$ cat config.mk
export PLATFORM = sky130hd
export DESIGN_NAME = uart_tx_serializer
export DESIGN_NICKNAME = d
export VERILOG_FILES = /design/src/rtl/uart_pkg.sv /design/src/rtl/uart_baud_cnt.sv /design/src/rtl/uart_tx_serializer.sv
export SDC_FILE = /design/constraint.sdc
export NUM_CORES = 1
export LEC_CHECK = 0
export CORE_MARGIN = 2
export CORE_UTILIZATION = 46
export CTS_BUF_LIST = sky130_fd_sc_hd__clkbuf_8
export CTS_CLUSTER_SIZE = 16
export DETAILED_ROUTE_END_ITERATION = 8
export PLACE_DENSITY = 0.68
export SYNTH_ARGS = -nofsm -noshare
export SYNTH_HDL_FRONTEND = slang
export SYNTH_SLANG_ARGS = --single-unit
$ cat constraint.sdc
create_clock -name clk -period 5.2 [get_ports clk]
set_input_delay 0.52 -clock clk [delete_from_list [all_inputs] [get_ports clk]]
set_output_delay 0.52 -clock clk [all_outputs]
set_load 0.05 [all_outputs]
$ cat src/rtl/uart_pkg.sv
// rtl/uart_pkg.sv - shared state encoding and defaults for the UART transmit serializer
//
// Contents:
//   UART_ST_*       2-bit frame state encodings
//   uart_state_e    enum built on those encodings
//   UART_DIV_WIDTH  default width of the bit-period divider
package uart_pkg;

    localparam logic [1:0] UART_ST_IDLE  = 2'd0;
    localparam logic [1:0] UART_ST_START = 2'd1;
    localparam logic [1:0] UART_ST_DATA  = 2'd2;
    localparam logic [1:0] UART_ST_STOP  = 2'd3;

    localparam int UART_DIV_WIDTH = 16;

    typedef enum logic [1:0] {
        ST_IDLE  = UART_ST_IDLE,
        ST_START = UART_ST_START,
        ST_DATA  = UART_ST_DATA,
        ST_STOP  = UART_ST_STOP
    } uart_state_e;

endpackage

$ cat src/rtl/uart_baud_cnt.sv
// rtl/uart_baud_cnt.sv - loadable bit-period counter with clear and end-of-period tick
//
// Ports:
//   clk, rst_n   clock, asynchronous active-low reset
//   clr_i        restart the count at 0
//   load_i       latch period_i as the bit period (minus one)
//   en_i         count while a frame is in flight
//   period_i     bit period minus one, sampled on load_i
//   tick_o       combinational pulse in the last cycle of each bit period
module uart_baud_cnt
    import uart_pkg::*;
#(
    parameter int DIV_WIDTH = UART_DIV_WIDTH
) (
    input  logic                 clk,
    input  logic                 rst_n,
    input  logic                 clr_i,
    input  logic                 load_i,
    input  logic                 en_i,
    input  logic [DIV_WIDTH-1:0] period_i,
    output logic                 tick_o
);

    logic [DIV_WIDTH-1:0] cnt_q, cnt_d;
    logic [DIV_WIDTH-1:0] period_q, period_d;

    // Compare for equality against the latched period; the count never runs past it.
    assign tick_o = en_i && (cnt_q == period_q);

    always_comb begin
        cnt_d    = cnt_q;
        period_d = period_q;
        if (load_i) begin
            period_d = period_i;
        end
        if (clr_i || tick_o) begin
            cnt_d = '0;
        end else if (en_i) begin
            cnt_d = cnt_q + 1'b1;
        end
    end

    always_ff @(posedge clk or negedge rst_n) begin
        if (!rst_n) begin
            cnt_q    <= '0;
            period_q <= '0;
        end else begin
            cnt_q    <= cnt_d;
            period_q <= period_d;
        end
    end

endmodule

$ cat src/rtl/uart_tx_serializer.sv
// rtl/uart_tx_serializer.sv - pops bytes over valid/ready and sends start/data/stop UART frames
//
// Ports:
//   clk, rst_n   clock, asynchronous active-low reset
//   ivalid       upstream byte valid
//   iready       registered ready; high only in IDLE
//   idata        byte to send, captured only on ivalid & iready
//   clk_div      bit period minus one, captured only on accept
//   tx           registered serial line, idle high
//   busy         registered, high from accept until the stop bit ends
module uart_tx_serializer
    import uart_pkg::*;
#(
    parameter int DATA_WIDTH = 8,
    parameter int DIV_WIDTH  = UART_DIV_WIDTH
) (
    input  logic                  clk,
    input  logic                  rst_n,
    input  logic                  ivalid,
    output logic                  iready,
    input  logic [DATA_WIDTH-1:0] idata,
    input  logic [DIV_WIDTH-1:0]  clk_div,
    output logic                  tx,
    output logic                  busy
);

    localparam int BCW = $clog2(DATA_WIDTH + 1);
    localparam logic [BCW-1:0] LAST_BIT = BCW'(DATA_WIDTH - 1);

    uart_state_e           state_q, state_d;
    logic [DATA_WIDTH-1:0] shift_q, shift_d;
    logic [BCW-1:0]        bit_cnt_q, bit_cnt_d;
    logic                  tx_q, tx_d;
    logic                  iready_q, iready_d;
    logic                  busy_q, busy_d;
    logic                  accept;
    logic                  tick;

    assign accept = (state_q == ST_IDLE) && ivalid && iready_q;

    uart_baud_cnt #(
        .DIV_WIDTH (DIV_WIDTH)
    ) u_baud (
        .clk      (clk),
        .rst_n    (rst_n),
        .clr_i    (accept),
        .load_i   (accept),
        .en_i     (state_q != ST_IDLE),
        .period_i (clk_div),
        .tick_o   (tick)
    );

    // Outputs are registered, so tx_d carries the level for the state being entered.
    always_comb begin
        state_d   = state_q;
        shift_d   = shift_q;
        bit_cnt_d = bit_cnt_q;
        tx_d      = tx_q;
        iready_d  = iready_q;
        busy_d    = busy_q;
        case (state_q)
            ST_IDLE: begin
                tx_d     = 1'b1;
                iready_d = 1'b1;
                busy_d   = 1'b0;
                if (accept) begin
                    shift_d   = idata;
                    bit_cnt_d = '0;
                    state_d   = ST_START;
                    tx_d      = 1'b0;
                    iready_d  = 1'b0;
                    busy_d    = 1'b1;
                end
            end
            ST_START: begin
                if (tick) begin
                    state_d = ST_DATA;
                    tx_d    = shift_q[0];
                end
            end
            ST_DATA: begin
                if (tick) begin
                    shift_d   = shift_q >> 1;
                    bit_cnt_d = bit_cnt_q + 1'b1;
                    if (bit_cnt_q == LAST_BIT) begin
                        state_d = ST_STOP;
                        tx_d    = 1'b1;
                    end else begin
                        tx_d = shift_d[0];
                    end
                end
            end
            ST_STOP: begin
                if (tick) begin
                    state_d  = ST_IDLE;
                    tx_d     = 1'b1;
                    iready_d = 1'b1;
                    busy_d   = 1'b0;
                end
            end
            default: begin
                state_d = ST_IDLE;
            end
        endcase
    end

    always_ff @(posedge clk or negedge rst_n) begin
        if (!rst_n) begin
            state_q   <= ST_IDLE;
            shift_q   <= '0;
            bit_cnt_q <= '0;
            tx_q      <= 1'b1;
            iready_q  <= 1'b0;
            busy_q    <= 1'b0;
        end else begin
            state_q   <= state_d;
            shift_q   <= shift_d;
            bit_cnt_q <= bit_cnt_d;
            tx_q      <= tx_d;
            iready_q  <= iready_d;
            busy_q    <= busy_d;
        end
    end

    assign tx     = tx_q;
    assign iready = iready_q;
    assign busy   = busy_q;

endmodule
==> impl_metrics.ini, run 1 <==
[run_status]
outcome = finished clean

[clock_tree]
cts_buffers = 5
root_buffer = clkbuf_8
cts_resized = 0
postCtsSetupRepairBufs = 0
htreeDepth = 2
clock_latency_ps = 300
cts.sinks = 49
cts_buffer_depth = 2
path_clk_slew_ps = 80
cts_tree = yes
cts_hold_buffers = 0

[timing]
period_needed_ps = 2480
tightest_slew_ps = 887
hold_viol_final = 0
skew_ps = 6.17
max_freq_mhz = 404
period_share = 0.476
setup-violations-final = 0
rsz0062_at_grt = no
worst_slack_ps = 2720
relSlewSlack = 0.409
finalMaxSlewViolations = 0
fin_setup_tns_ps = 0

[final_layout]
area_growth_pct = 17.8
drive_gt1_frac = 0.120
num-nets-final = 299
antennaDiodeCount = 0

[floorplanning]
core_area_um2 = 5200
pin_count = 30
die_w_um = 78.1
rows = 26
die_height_um = 78.1
initial_core_util = 0.485
dieArea_um2 = 6090

[grt]
antenna_found_initial = 0
track_usage = 0.176
grt_pass1_vias = 1816
grt_start_max_net_pins = 50
grt_overflow = 0
grt_pass1_wl_um = 8450

[logic_synthesis]
postSynth.asyncResetShare = 1.00
synth-main-ff-cell = dfrtp_1
synthCells = 239
yosysWarnings = 0
syn-num-nets = 272
synth.avg_cell_area_um2 = 10.6
yosysSeqAreaShare = 0.487
synth_edf_count = 0
synth_area_um2 = 2520
ys_types = 39
ys_ff_latch = 49

[critical_path]
critPathLaunchType = register
reg2regPathDepth = 7
cp_data_arrival_time_ps = 2660
worstReg2RegStart = state_q[0]$_DFFE_PN0P_
r2r_slack_ps = 2720
cp_cell_sequence = inv_1 -> ha_1 -> inv_1 -> a21oi_1 -> a21oi_1 -> o21ai_2 -> mux2_2
required_ps = 5380
r2r-end = state_q[1]$_DFFE_PN0P_
setup.worst_path.end_class = register
critPathMaxFanout = 16
critPathTopFamily = compound AO/OA/AOI/OAI gates
worstSetupPathType = reg2reg
startpoint = state_q[0]$_DFFE_PN0P_
crit_buf_inv = 2
slowest_delay_ps = 500
cpMaxStageDelayCell = ha_1

[routing]
via_count = 1843
dr.pass1.iters = 4
wirelength_um = 4910
first_iter_violations = 136
drtAntennaViolNets = 0
drc_errors = 0
viasPerCell = 5.47
wl_per_cell_um = 14.6

[hold_path]
hp-class = in2async

[place]
io_buffers = 29
post-place-ws_ps = 2760
dp_hpwl_um = 3470
routabilityCongestion = 0.810

[pwr]
power.leakage_uw = 0.00127
powerDensity_nw_per_um2 = 546
ir_worst_vdd_v = 0.000296

[flow_run]
drv_cap = 0
## layer usage
layer	track usage	up-vias	wire length, µm
met5	0	-	0
met4	0.0614	0	47
met3	0.0391	4	231
met2	0.265	42	2310
met1	0.252	903	2330
li1	-	894	-
## layout by cell type, fill, tap and decap left out, types with 2 or more instances in the layout
cell / instances
and3_1: 8
inv_1: 6
dfrtp_1: 48
xor2_1: 13
clkdlybuf4s50_1: 28
nand2_1: 22
mux2_2: 17
a21oi_1: 14
nand4_1: 6
clkbuf_8: 6
ha_1: 6
a221o_1: 7
nor2_1: 24
nand3_1: 16
o22ai_1: 2
o21ai_0: 2
a2bb2oi_1: 2
xnor2_1: 18
## through the flow
stage	instances	hold WS, ps	total power [µW]	utilization	instance area, µm²
2_1_floorplan	239	224	1180	-	2520
3_3_place_gp	329	511	1340	0.549	2860
3_5_place_dp	329	502	1360	0.549	2860
4_1_cts	337	333	1640	0.571	2970
5_1_grt	337	364	1750	0.571	2970
6_report	337	308	1620	0.571	2970
## report_power, final
part	leakage, µW	switching (µW)	internal [µW]
clock	0.0000626	123	155
sequential	0.000600	118	522
combinational	0.000605	369	335
total	0.00127	610	1010
## worst max-delay path by stage
| stage | end | slack (ps) | depth (start not counted) |
|---|---|---|---|
| floorplan | u_baud.period_q[10]$_DFFE_PN0P_ | 3300 | 4 |
| global placement | u_baud.cnt_q[11]$_DFFE_PN0P_ | 2790 | 7 |
| detailed placement | state_q[1]$_DFFE_PN0P_ | 2760 | 7 |
| CTS | state_q[1]$_DFFE_PN0P_ | 2750 | 7 |
| global route | state_q[1]$_DFFE_PN0P_ | 2440 | 7 |
| finish | state_q[1]$_DFFE_PN0P_ | 2720 | 7 |
## flip-flops by register name, summed over array words and instances (netlist names)
signal	flops
bit_cnt_q	4
busy	1
iready	1
shift_q	8
state_q	2
tx	1
u_baud.cnt_q	16
u_baud.period_q	16
## cells in the mapped netlist, types with 5 or more instances
cell type  instances  share of area
mux2_2            17          0.076
dfrtp_1           48           0.48
nand4_1            6          0.015
nand3_1           16          0.032
nand2_1           22          0.033
ha_1               6          0.030
clkbuf_1           6         0.0089
xor2_1            13          0.045
inv_1              5         0.0074
and3_1             8          0.020
a21oi_1           14          0.028
a221o_1            7          0.028
xnor2_1           18          0.062
nor2_1            24          0.036
## cell families (layout without fill, tap and decap cells)
logic type      after synthesis  count (layout)  synth area share
flops                        49              49             0.487
xor+xnor                     31              31             0.108
simple gates                 83              83             0.160
buf+inv                      15              43            0.0263
mux                          18              18            0.0799
fa+ha+maj                     6               6            0.0298
compound gates               37              37             0.110
## layout make-up
class                           instances  area [µm²]
Tap cell                               70        87.6
Timing Repair Buffer                   30         293
Clock inverter                          2        33.8
Sequential cell                        49        1230
Inverter                                5        18.8
Clock buffer                            6        82.6
Multi-Input combinational cell        175        1230
Fill cell                             454        2230
## worst reg2reg max path, stage by stage (launching register included)
cell and delay [ps]:
dfrtp_1 410, inv_1 110, ha_1 500, inv_1 360, a21oi_1 440, a21oi_1 100, o21ai_2 100, mux2_2 350
No activity file was read; power rests on OpenSTA's default activity.
==> run 2, diff against run 1 <==
- clock period: 5.2 -> 2.6 ns (I/O delays scaled with it)
==> run 2 against run 1 <==
Effect of this change:
- register-to-register slack lost 2300 ps
- first-iteration DRC count down 25%
- via count down 1.7%
- maximum frequency increased by 13%
- sequential power is 100% higher
- setup slack got worse by 2300 ps
- largest power group unchanged
- critical endpoint is now u_baud.cnt_q[13]$_DFFE_PN0P_
- global-route usage down 0.24 points
- power up 97%
- die area is the same
==> impl_metrics.ini, run 2 (synthesis results as in run 1) <==
[run_status]
outcome = finished clean

[timing]
worst_slack_ps = 412
period_needed_ps = 2190
relSlewSlack = 0.659
tightest_slew_ps = 510
setup-violations-final = 0
fin_setup_tns_ps = 0
finalMaxSlewViolations = 0
rsz0062_at_grt = no
period_share = 0.841
skew_ps = 8.36
hold_viol_final = 0
max_freq_mhz = 457

[routing]
drtAntennaViolNets = 0
drc_errors = 0
via_count = 1812
wl_per_cell_um = 13.9
wirelength_um = 4790
dr.pass1.iters = 4
first_iter_violations = 102
viasPerCell = 5.25

[critical_path]
setup.worst_path.end_class = register
worstSetupPathType = reg2reg
startpoint = state_q[0]$_DFFE_PN0P_
cp_data_arrival_time_ps = 2380
r2r-end = u_baud.cnt_q[13]$_DFFE_PN0P_
required_ps = 2790
worstReg2RegStart = state_q[0]$_DFFE_PN0P_
critPathMaxFanout = 15
r2r_slack_ps = 410
reg2regPathDepth = 8
endpoint = u_baud.cnt_q[13]$_DFFE_PN0P_
critPathLaunchType = register

[clock_tree]
postCtsSetupRepairBufs = 0
htreeDepth = 2
path_clk_slew_ps = 90
cts_buffer_depth = 2
cts_buffers = 5
clock_latency_ps = 290
cts_resized = 0
cts_tree = yes
cts.sinks = 49
root_buffer = clkbuf_8

[pwr]
powerDensity_nw_per_um2 = 1060
ir_worst_vdd_v = 0.000579
power.leakage_uw = 0.00130

[grt]
grt_start_max_net_pins = 33
grt_pass1_vias = 1755
grt_overflow = 0
track_usage = 0.173
antenna_found_initial = 0
grt_pass1_wl_um = 8360

[floorplanning]
core_area_um2 = 5200
initial_core_util = 0.485
dieArea_um2 = 6090
die_height_um = 78.1
die_w_um = 78.1
pin_count = 30
rows = 26

[final_layout]
layout_common_cells = dfrtp_1, clkdlybuf4s50_1, nor2_1
antennaDiodeCount = 0
mostFrequentLayoutCell = dfrtp_1
drive_gt1_frac = 0.138
area_growth_pct = 19.2
num-nets-final = 307
top_regs = u_baud.cnt_q: 16 flops, u_baud.period_q: 16 flops, shift_q: 8 flops

[place]
dp_hpwl_um = 3560
routabilityCongestion = 0.848
io_buffers = 29
post-place-ws_ps = 424

[hold_path]
hp-class = in2async

[flow_run]
drv_cap = 0
[run 2: changes by cell type in the layout (fill, tap and decap cells not counted), sizes merged]
cell,change
buf,+7
bufinv,-1
dlygate4sd3,+1
inv,+1
[run 2: worst max-delay path, cell delays in order, from the launching register on]
cell and delay, ps:
dfrtp_1 380, inv_1 90, ha_1 270, a21bo_2 410, nand4_1 210, nor2_1 360
nand3_1 150, xor2_1 160, nor2_1 50
[run 2: cell type report]
class	instances	area, µm²
fillers	458	2200
flip-flops and latches	49	1230
clock buffers	6	82.6
multi-input cells	175	1230
inverters	5	18.8
well taps	70	87.6
repair buffers	38	355
clock inverters	2	7.51
[run 2: worst min path at each step]
stage | from | to | slack (ps) | cells after the start
after detailed placement | rst_n | u_baud.period_q[14]$_DFFE_PN0P_ | 200 | 1
after global routing | rst_n | u_baud.period_q[14]$_DFFE_PN0P_ | 450 | 2
after CTS | rst_n | u_baud.period_q[14]$_DFFE_PN0P_ | 410 | 2
after global placement | rst_n | u_baud.cnt_q[14]$_DFFE_PN0P_ | 210 | 1
final | rst_n | u_baud.period_q[14]$_DFFE_PN0P_ | 410 | 2
after floorplan | rst_n | bit_cnt_q[0]$_DFFE_PN0P_ | -40 | 0
[run 2: layer usage]
layer,share of wire,GRT usage
met1,0.53,0.260
met4,0.0073,0.0439
met5,0,0
met2,0.42,0.253
met3,0.040,0.0425
[run 2: power breakdown]
part / internal (µW) / switching (µW)
clock: 209 / 229
combinational: 721 / 759
sequential: 1040 / 241
[run 2: repair_timing]
action,CTS,global route
setup endpoints to repair,0,0
hold endpoints to repair,17,0
hold buffers,1,0
[run 2: stage by stage]
stage / hold WS, ps / instances / instance area [µm²] / utilization / total power (µW)
after CTS: 414 / 345 / 3010 / 0.578 / 3230
after global routing: 454 / 345 / 3010 / 0.578 / 3460
final: 409 / 345 / 3010 / 0.578 / 3200
after global placement: 206 / 336 / 2910 / 0.559 / 2760
after detailed placement: 202 / 336 / 2910 / 0.559 / 2790
after floorplan: -35.6 / 239 / 2520 / - / 2370
==> run 3, diff against run 2 <==
- clock period: 2.6 -> 2.2 ns (I/O delays scaled with it)
==> run 3 against run 2 <==
Effect of this change:
- combinational power rose by 25%
- register-to-register slack got worse by 340 ps
- global-route usage rose by 1.4 points
- worst hold slack got worse by 400 ps
- final cell count is 1.7% higher
- clock power grew 31%
- first-iteration DRC count increased by 13%
- power rose by 23%
- setup slack lost 340 ps
- routed wire length up 7.9%
- critical endpoint is now state_q[1]$_DFFE_PN0P_
- largest cell class unchanged
==> impl_metrics.ini, run 3 (synthesis results as in run 1) <==
[pwr]
powerDensity_nw_per_um2 = 1270
ir_worst_vdd_v = 0.000732
power.leakage_uw = 0.00134

[floorplanning]
dieArea_um2 = 6090
rows = 26
die_w_um = 78.1
pin_count = 30
core_area_um2 = 5200
die_height_um = 78.1
initial_core_util = 0.485

[routing]
dr.pass1.iters = 4
first_iter_violations = 115
wirelength_um = 5170
wl_per_cell_um = 14.7
drc_errors = 0
viasPerCell = 5.37
via_count = 1885
drtAntennaViolNets = 0

[clock_tree]
postCtsSetupRepairBufs = 0
cts_buffers = 5
htreeDepth = 2
cts.sinks = 49
clock_latency_ps = 300
cts_hold_buffers = 0
cts_buffer_depth = 2
cts_tree = yes
path_clk_slew_ps = 90
root_buffer = clkbuf_8

[grt]
antenna_found_initial = 0
grt_pass1_wl_um = 9030
grt_pass1_vias = 1887
track_usage = 0.188
grt_start_max_net_pins = 50
grt_overflow = 0

[critical_path]
critPathMaxFanout = 4
slowest_delay_ps = 430
cp_cell_sequence = xnor2_1 -> nand4_1 -> nor4_4 -> and2_1 -> buf_4 -> o21ai_2 -> mux2_2
crit_buf_inv = 1
reg2regPathDepth = 7
critPathLaunchType = register
setup.worst_path.end_class = register
critPathTopFamily = simple AND/OR/NAND/NOR gates
r2r-end = state_q[1]$_DFFE_PN0P_
cp_data_arrival_time_ps = 2320
required_ps = 2390
worstReg2RegStart = u_baud.cnt_q[12]$_DFFE_PN0P_
worstSetupPathType = reg2reg
cpMaxStageDelayCell = dfrtp_1
r2r_slack_ps = 70

[final_layout]
final_area_um2 = 3090
fin_util = 0.593
finalNonFillerCells = 351
mostFrequentLayoutCell = dfrtp_1
top_regs = u_baud.cnt_q: 16 flops, u_baud.period_q: 16 flops, shift_q: 8 flops
antennaDiodeCount = 0
area_growth_pct = 22.3
drive_gt1_frac = 0.171
layout_common_cells = dfrtp_1, clkdlybuf4s50_1, nor2_1
num-nets-final = 313
nFillCells = 452

[timing]
rsz0062_at_grt = no
tightest_slew_ps = 607
relSlewSlack = 0.595
fin_setup_tns_ps = 0
hold_viol_final = 0
finalMaxSlewViolations = 0
worst_slack_ps = 70.1
period_needed_ps = 2130
period_share = 0.968
setup-violations-final = 0
skew_ps = 8.68
max_freq_mhz = 470

[flow_run]
drv_cap = 0

[place]
io_buffers = 29
post-place-ws_ps = 88.2
routabilityCongestion = 0.826
placed_cells = 343
dp_hpwl_um = 3800
placed_area_um2 = 2970

[hold_path]
hp-class = in2async

[run_status]
outcome = finished clean
==> run 3: changes by cell type in the layout (fill, tap and decap cells not counted) <==
cell	change
clkinv_2	+1
buf_12	+1
nor4_2	-1
buf_4	+6
nand2_2	+1
dlygate4sd3_1	-1
nor4_4	+1
nand2_1	-1
inv_1	-2
clkbuf_8	+1
==> run 3: area by class of cell <==
cell class,instances,area [µm²],share of cell area
repair buffers,44,410,0.133
multi-input cells,175,1240,0.402
flip-flops and latches,49,1230,0.398
clock inverters,1,5.00,0.00162
clock buffers,7,96.3,0.0312
inverters,5,18.8,0.00608
well taps,70,87.6,0.0284
==> run 3: metal layers <==
| layer | part of all wire | GRT usage | wire [µm] |
|---|---|---|---|
| met5 | 0 | 0 | 0 |
| met4 | 0.011 | 0.0526 | 55 |
| met3 | 0.029 | 0.0356 | 149 |
| met2 | 0.46 | 0.284 | 2360 |
| met1 | 0.50 | 0.277 | 2610 |
==> run 3: timing repair <==
| action | CTS | global route |
|---|---|---|
| resized for setup | 0 | 2 |
| hold endpoints to repair | 0 | 0 |
| endpoints found under the setup margin | 0 | 8 |
==> run 3: how the worst max path moves through the flow <==
stage,depth (start not counted),to,from
3_3_place_gp,7,state_q[1]$_DFFE_PN0P_,u_baud.cnt_q[12]$_DFFE_PN0P_
2_1_floorplan,4,u_baud.period_q[10]$_DFFE_PN0P_,iready$_DFFE_PN0P_
3_5_place_dp,6,shift_q[0]$_DFFE_PN0P_,u_baud.cnt_q[12]$_DFFE_PN0P_
4_1_cts,6,shift_q[3]$_DFFE_PN0P_,u_baud.cnt_q[12]$_DFFE_PN0P_
5_1_grt,8,tx$_DFFE_PN1P_,u_baud.cnt_q[12]$_DFFE_PN0P_
6_report,7,state_q[1]$_DFFE_PN0P_,u_baud.cnt_q[12]$_DFFE_PN0P_
==> run 3: power breakdown <==
group          total, µW  switching [µW]  internal, µW
clock                572             287           284
sequential          1500             271          1230
combinational       1850             946           908
total               3930            1500          2430
==> run 3: worst register-to-register path, delay by kind of cell, from the launching register on <==
kind	cells	cell delay, ps
DFF	1	430
AOI/OAI and AO/OA	1	70
buffers and inverters	1	160
xor gates and xnor gates	1	250
muxes	1	270
and+or+nand+nor	3	840
==> run 3: metrics by stage <==
step                power (µW)  hold slack [ps]
global placement          3330              361
floorplan                 2800            -75.6
global route              4250             59.7
CTS                       3950             32.3
detailed placement        3370              361
finish                    3930             7.33
